`src/rtl/spi_pkg.sv`:
```
// Shared types and constants for the SPI slave transaction controller.
package spi_pkg;

  // Transaction phases of one SPI frame (header, then data phase).
  typedef enum logic [2:0] {
    IDLE,
    GET_ADDR,
    GOT_ADDR,
    READ_LOAD,
    READ_SHIFT,
    WRITE_RECV,
    WRITE_COMMIT,
    DONE
  } spiState_t;

  // Default frame-phase width and the matching bit-counter width.
  localparam int unsigned DEFAULT_WIDTH = 8;
  localparam int unsigned COUNT_W       = $clog2(DEFAULT_WIDTH + 1);

endpackage

```
`src/rtl/spi_bit_counter.sv`:
```
// Clearable, enabled up-counter that saturates at `width`.
// reachTerm flags the enabled increment that brings the count to `width`.
module spi_bit_counter #(
  parameter int unsigned width = spi_pkg::DEFAULT_WIDTH
) (
  input  logic                         clk,
  input  logic                         reset,
  input  logic                         clear,
  input  logic                         enable,
  output logic [$clog2(width+1)-1:0]   count,
  output logic                         reachTerm
);

  localparam int unsigned CW = $clog2(width + 1);
  localparam logic [CW-1:0] LAST = CW'(width - 1);
  localparam logic [CW-1:0] TERM = CW'(width);

  assign reachTerm = enable && (count == LAST);

  // Count enabled edges; clear has priority and the count never passes width.
  always_ff @(posedge clk) begin
    if (reset || clear) begin
      count <= '0;
    end else if (enable && (count != TERM)) begin
      count <= count + CW'(1);
    end
  end

endmodule

```
`src/rtl/spi_slave_fsm.sv`:
```
// Transaction controller for the SPI slave datapath: sequences the header,
// address latch, read load/shift and write commit from CS and SCLK strobes.
module spi_slave_fsm
  import spi_pkg::*;
#(
  parameter int unsigned width = DEFAULT_WIDTH
) (
  input  logic                        clk,
  input  logic                        reset,
  input  logic                        chip_select,
  input  logic                        sclk_rise,
  input  logic                        sclk_fall,
  input  logic                        rw_bit,
  output logic                        sr_parallel_load,
  output logic                        addr_write_enable,
  output logic                        dm_write_enable,
  output logic                        miso_enable,
  output logic [$clog2(width+1)-1:0]  bit_count
);

  spiState_t state;
  spiState_t stateNext;
  logic      cntClear;
  logic      cntEnable;
  logic      cntTerm;
  logic      countingPhase;

  // The falling strobe only drives the MISO flop directly, never the FSM.
  logic      unusedFall;
  assign unusedFall = sclk_fall;

  spi_bit_counter #(
    .width (width)
  ) bitCounter (
    .clk       (clk),
    .reset     (reset),
    .clear     (cntClear),
    .enable    (cntEnable),
    .count     (bit_count),
    .reachTerm (cntTerm)
  );

  // Counter control: count rises only in shifting phases, clear on every phase entry.
  // READ_SHIFT is not cleared on its last rise so DONE still shows the full count.
  always_comb begin
    countingPhase = (state == GET_ADDR) || (state == READ_SHIFT) || (state == WRITE_RECV);
    cntEnable     = sclk_rise && !chip_select && countingPhase;
    cntClear      = chip_select
                 || (state inside {IDLE, GOT_ADDR, READ_LOAD})
                 || (cntTerm && (state inside {GET_ADDR, WRITE_RECV}));
  end

  // Next-state logic; a deasserted chip select aborts from any state.
  always_comb begin
    stateNext = state;
    if (chip_select) begin
      stateNext = IDLE;
    end else begin
      unique case (state)
        IDLE:         stateNext = GET_ADDR;
        GET_ADDR:     if (cntTerm) stateNext = GOT_ADDR;
        GOT_ADDR:     stateNext = rw_bit ? READ_LOAD : WRITE_RECV;
        READ_LOAD:    stateNext = READ_SHIFT;
        READ_SHIFT:   if (cntTerm) stateNext = DONE;
        WRITE_RECV:   if (cntTerm) stateNext = WRITE_COMMIT;
        WRITE_COMMIT: stateNext = DONE;
        DONE:         stateNext = DONE;
        default:      stateNext = IDLE;
      endcase
    end
  end

  // State register with Moore outputs registered from the next-state decode.
  always_ff @(posedge clk) begin
    if (reset) begin
      state             <= IDLE;
      sr_parallel_load  <= 1'b0;
      addr_write_enable <= 1'b0;
      dm_write_enable   <= 1'b0;
      miso_enable       <= 1'b0;
    end else begin
      state             <= stateNext;
      sr_parallel_load  <= (stateNext == READ_LOAD);
      addr_write_enable <= (stateNext == GOT_ADDR);
      dm_write_enable   <= (stateNext == WRITE_COMMIT);
      miso_enable       <= (stateNext == READ_LOAD) || (stateNext == READ_SHIFT);
    end
  end

endmodule

```
`config.mk`:
```
export PLATFORM = sky130hd
export DESIGN_NAME = spi_slave_fsm
export DESIGN_NICKNAME = d
export VERILOG_FILES = /design/src/rtl/spi_pkg.sv /design/src/rtl/spi_bit_counter.sv /design/src/rtl/spi_slave_fsm.sv
export SDC_FILE = /design/constraint.sdc
export NUM_CORES = 1
export LEC_CHECK = 0
export ABC_AREA = 1
export CORE_AREA = 2 2 39 41
export DETAILED_ROUTE_END_ITERATION = 8
export DIE_AREA = 0 0 41 43
export MAX_ROUTING_LAYER = met4
export PLACE_DENSITY_LB_ADDON = 0.2
export SKIP_CTS_REPAIR_TIMING = 1
export SLEW_MARGIN = 20
export SYNTH_ARGS = -nofsm -noshare
export SYNTH_HDL_FRONTEND = slang
export SYNTH_SLANG_ARGS = --single-unit
export TNS_END_PERCENT = 10
```
`constraint.sdc`:
```
create_clock -name clk -period 1.65 [get_ports clk]
set_clock_uncertainty 0.1 [all_clocks]
set_input_delay 0.495 -clock clk [delete_from_list [all_inputs] [get_ports clk]]
set_output_delay 0.495 -clock clk [all_outputs]
set_load 0.05 [all_outputs]
```
# Word-level counts from Yosys, hierarchy flattened
# Cells that the tools add are included.
word_totals:
  mem_count: 0
  romBits: 0
  out_inout_bits: 8
  ram_bits: 0
  latch_bits: 0
  word_cells: 42
  register_bits: 11
  inputBits: 6
classes:
  order_cmp: 0
  n_reduce_logical: 16
  shifts: 0
  n_div: 0
  bitwise: 0
  eq_ne: 13
  muxes: 6
  add_sub_neg: 1
  mul: 0
op_table:
  columns: ["operator", "n"]
  rows:
  - ["$pmux 3 s7", 1]
  - ["$eq 3x3->1 const B", 6]
  - ["$mux 3", 5]
  - ["$eq 3x2->1 const B", 4]
  - ["$logic_or 1x1->1", 6]
  - ["$logic_and 1x1->1", 5]
  - ["$add 4x1->4 const B", 1]
  - ["$eq 4x3->1 const B", 1]
  - ["$ne 4x4->1 const B", 1]
  - ["$eq 3x1->1 const B", 1]
  - ["$logic_not 3->1", 1]
  - ["$reduce_bool 3->1", 1]
  - ["$reduce_bool 2->1", 1]
  - ["$reduce_or 2->1", 1]
  - ["$logic_not 1->1", 1]

# Logic depth before layout (Yosys ltp)
depth:
  depth_word: 10
  mapped_depth: 9
  mapped_depth_nobuf: 9

# Modules after synthesis
# A second synthesis with hierarchy kept.
hier_totals:
  cells_unflattened: 84
  hier_area_um2: 551.8
by_module_without_submodules:
  columns: ["mod", "cells_per_inst", "area_per_inst_um2", "seq_area_each_um2", "n_inst"]
  rows:
  - ["spi_slave_fsm", 52, 335.3, 140.1, 1]
  - ["spi_bit_counter", 32, 216.5, 80.1, 1]

# Worst setup path after synthesis
# OpenSTA, ideal clock, no wires.
synth_timing:
  kind: "register to register"
  start: "reg bitCounter.count[1]"
  end: "reg miso_enable"
  period_less_slack_ns: 1.714
  setup_slack_ns: -0.064
  setup_ns: 0.113
  t_arrival_ns: 1.501
  stages_incl_launch_ff: 9
  path_cell_list: "dfxtp_1 ha_1 inv_1 nor3_4 nand3_1 nand3_2 nand2_1 nand2_1 nand2_1"
synth_via:
  elab_chain_cells: 7
  word_cells_on_any_way: 10
  cone_classes: "eq/ne (3); mux (5); reduce/logical (2)"
synth_lines:
  columns: ["element", "line", "rtl"]
  rows:
  - ["from (decl)", "spi_bit_counter.sv:10", "output logic [$clog2(width+1)-1:0] count,"]
  - ["from (signal assigned)", "spi_bit_counter.sv:25", "count <= count + CW'(1);"]
  - ["$eq 4x3->1 *", "spi_bit_counter.sv:18", "assign reachTerm = enable && (count == LAST);"]
  - ["$logic_and 1x1->1 *", "spi_bit_counter.sv:18", null]
  - ["$mux 3, on equally long branches", "spi_slave_fsm.sv:65, spi_slave_fsm.sv:61, spi_slave_fsm.sv:64", null]
  - ["$pmux 3 s7 *", "spi_slave_fsm.sv:59", "unique case (state)"]
  - ["$mux 3 *", "spi_slave_fsm.sv:56", "if (chip_select) begin"]
  - ["$eq 3x2->1 or $eq 3x3->1 (tied branches)", "spi_slave_fsm.sv:86", "miso_enable <= (stateNext == READ_LOAD) || (stateNext == READ_SHIFT);"]
  - ["$logic_or 1x1->1 *", "spi_slave_fsm.sv:86", null]
  - ["to (signal assigned)", "spi_slave_fsm.sv:86", null]
  - ["to (decl)", "spi_slave_fsm.sv:17", "output logic miso_enable,"]
# Mark *: on every way between the ends. The rest lies on a longest branch, timed or not.
# A chain may end at the register's enable or synchronous reset.

# Worst setup path in the final report
layout_timing:
  start: "in sclk_rise"
  end: "reg miso_enable"
layout_via:
  elab_chain_cells: 8
  word_cells_on_any_way: 11
  cone_classes: "eq/ne (2); mux (5); reduce/logical (4)"
layout_lines:
  columns: ["element", "line", "rtl"]
  rows:
  - ["from (decl)", "spi_slave_fsm.sv:11", "input logic sclk_rise,"]
  - ["$logic_and 1x1->1 * (2 in a row)", "spi_slave_fsm.sv:47", "cntEnable = sclk_rise && !chip_select && countingPhase;"]
  - ["$logic_and 1x1->1 *", "spi_bit_counter.sv:18", null]
  - ["$mux 3, on equally long branches", "spi_slave_fsm.sv:65, spi_slave_fsm.sv:61, spi_slave_fsm.sv:64", null]
  - ["$pmux 3 s7 *", "spi_slave_fsm.sv:59", null]
  - ["$mux 3 *", "spi_slave_fsm.sv:56", null]
  - ["$eq 3x2->1 or $eq 3x3->1 (tied branches)", "spi_slave_fsm.sv:86", null]
  - ["$logic_or 1x1->1 *", "spi_slave_fsm.sv:86", null]
# Marked as above.

==> summary.txt <==
========================================================================================
Total number of yosys warnings                                                         0
IO Pins                                                                               14
Area Growth Syn to Fin                                                             47.1%
Max transition margin                                                              82.6%
Largest area contributor in the netlist                                          dfxtp_1
Number of unique standard cell types used by synthesis                                18
Most common cell in the netlist                                                  nand2_1
Horizontal die dimension                                                           41 µm
Path category of the worst min-delay check                                       reg2reg
Starting DRC count in detailed routing                                                12
Leading post-synthesis cells by cell area                                   dfxtp_1 38%, nand2_1 12%, inv_1 7.7%
Most frequent cells after synthesis                                         18 x nand2_1, 12 x inv_1, 11 x dfxtp_1
Async set or reset register ratio after synthesis                                     0%
Area enclosed by the die boundary                                               1760 µm²
Final worst path period share                                                      92.7%
Post-synthesis register bit count                                                     11
Clock transition at the registers of the reported paths                            70 ps
Post-DR wirelength/cell                                                          9.67 µm
Core box area                                                                   1380 µm²
Final-report setup violation count                                                     0
Number of enable-type register cells in the synthesized netlist                        0
Critical Path End Type                                                          register
Number of levels the H-tree was split into                                             1
Maximum VDD drop                                                                0.389 mV
FP Rows                                                                               14
Post-route total power                                                        0.000499 W
Vias in the first global route                                                       504
Leakage power                                                                   0.381 nW
Maximum number of pins on one net before global-route repair                           7
DP Cell Count                                                                        111
Top flip-flop cell by instance count after synthesis                             dfxtp_1
Vias after detailed routing                                                          554
Design area                                                                      856 µm²
Global router's overall resource usage                                             16.1%
Synthesized instance count                                                            80
Max Root-Sink Buffers                                                                  2
Actual slew at the worst max-slew pin                                             261 ps
Crit path arrival time                                                           1650 ps
Final Core Density                                                                 61.8%
Number of nets in the layout                                                         108
Critical Path Fanout Max                                                               4
Area share of the largest cell type after synthesis                                37.8%
Number of clock sinks seen by CTS                                                     11
Height of the chip                                                                 43 µm
Number of max-slew violations in the final report                                      0
# Max-Cap Violations                                                                   0
Status                                                                      finished clean
Number of clock buffers inserted by TritonCTS                                          3
Initial Util                                                                       42.0%
Endpoint required time on the critical path                                      1770 ps
Placer Congestion                                                                  0.793
Power Density                                                                 583 nW/µm²
Netlist Area Pre-Place                                                           582 µm²
Number of search-and-repair iterations in the first detailed-routing pass              4
Insertion delay to the later sink of the worst-skew pair                          270 ps
Number of diodes added for antenna fixing                                              0
Root buf cell                                                                   clkbuf_4
Post-Route WL                                                                    1110 µm
Number of antenna-violating nets in the routed design                                  0
Post-layout min period                                                           1530 ps
Maximum clock frequency                                                        0.654 GHz
Count of input and output buffers                                                     12
Hold violation count in the final report                                               0
Crit Path Class                                                                   in2reg
Average size of a mapped cell                                                   7.27 µm²
Sequential area share after synthesis                                              37.8%
Initial antenna violation count                                                        0
Total congestion overflow after global routing                                         0
Post-route insts no fill                                                             115
Dpl cell area                                                                    827 µm²
Clock tree from TritonCTS                                                            yes
Post-route DRC                                                                         0
Total nets after synthesis                                                            88
Routed vias/inst                                                                    4.82
HPWL after DPL                                                                    908 µm
Global-route wire length before repair                                           1840 µm
RSZ-0062 raised after global routing                                               false
Layout cells sized above 1                                                         28.3%
Final-layout worst hold slack                                                     420 ps
Critical Path Start Type                                                       input pin
========================================================================================
-- layout make-up --
cell class,instances,area [µm²]
Multi-Input combinational cell,55,309
Clock buffer,4,26.3
Sequential cell,11,223
Tap cell,16,20.0
Inverter,14,52.6
Fill cell,120,528
Timing Repair Buffer,15,225
-- logic make-up after synthesis --
group / share of synthesized area, %
AOI/OAI and AO/OA: 10.1
adders and majority gates: 4.30
buffers and inverters: 9.03
DFF: 37.8
and+or+nand+nor: 38.7
-- per-layer routing --
metal	wire, µm	vias up	global-route usage [%]
met2	577	10	27.2
li1	-	288	-
met4	28	0	12.0
met1	469	252	14.7
met3	37	4	3.14
met5	0	-	-
-- through the flow --
step / setup TNS (ps) / setup slack, ps
global route: 0 / 33.5
detailed placement: -2290 / -271
finish: 0 / 120
global placement: -1870 / -235
CTS: 0 / 13.2
floorplan: 0 / 27.8
-- registers in the layout, summed over array words and instances (netlist names) --
signal and flops:
bitCounter.count 4, state 3, addr_write_enable 1, dm_write_enable 1, miso_enable 1, sr_parallel_load 1
-- cells in the final DEF, fill, tap and decap left out, types with 2 or more instances in the layout --
cell             netlist  routed
nand2_1               18      18
inv_1                 12      12
dfxtp_1               11       9
buf_12                 0       8
nor2_1                 7       7
a21oi_1                7       7
nand3_1                5       5
o21ai_0                3       3
clkbuf_4               0       3
clkdlybuf4s50_1        0       3
buf_4                  0       3
nor2_4                 2       2
inv_2                  2       2
nand2_2                2       2
nand3_2                2       2
nor3_1                 2       2
ha_1                   2       2
dfxtp_2                0       2
-- power by group --
part	leakage [nW]	internal, W	switching, W	total, W
combinational	0.276	0.0000177	0.0000208	0.0000386
sequential	0.0898	0.000267	0.00000266	0.000269
clock	0.0150	0.0000937	0.0000974	0.000191
total	0.381	0.000378	0.000121	0.000499
-- worst paths after layout --
check	from	endpoint	slack, ps	cells after the start
max	sclk_rise	miso_enable$_SDFF_PP0_	120	9
min reg2reg	bitCounter.count[1]$_SDFFE_PP0P_	bitCounter.count[1]$_SDFFE_PP0P_	420	2
max reg2reg	bitCounter.count[0]$_SDFFE_PP0P_	miso_enable$_SDFF_PP0_	200	9
min	bitCounter.count[1]$_SDFFE_PP0P_	bitCounter.count[1]$_SDFFE_PP0P_	420	2
-- worst max-delay path, cell delays in order --
cell             delay (ps)
clkdlybuf4s50_1         450
nand2_1                  80
nor2_4                  160
nand2_2                  80
nand2_1                  80
nand3_2                 100
nand2_1                 100
nand2_1                  60
nand2_1                  60
No activity file was read; power rests on OpenSTA's default activity.
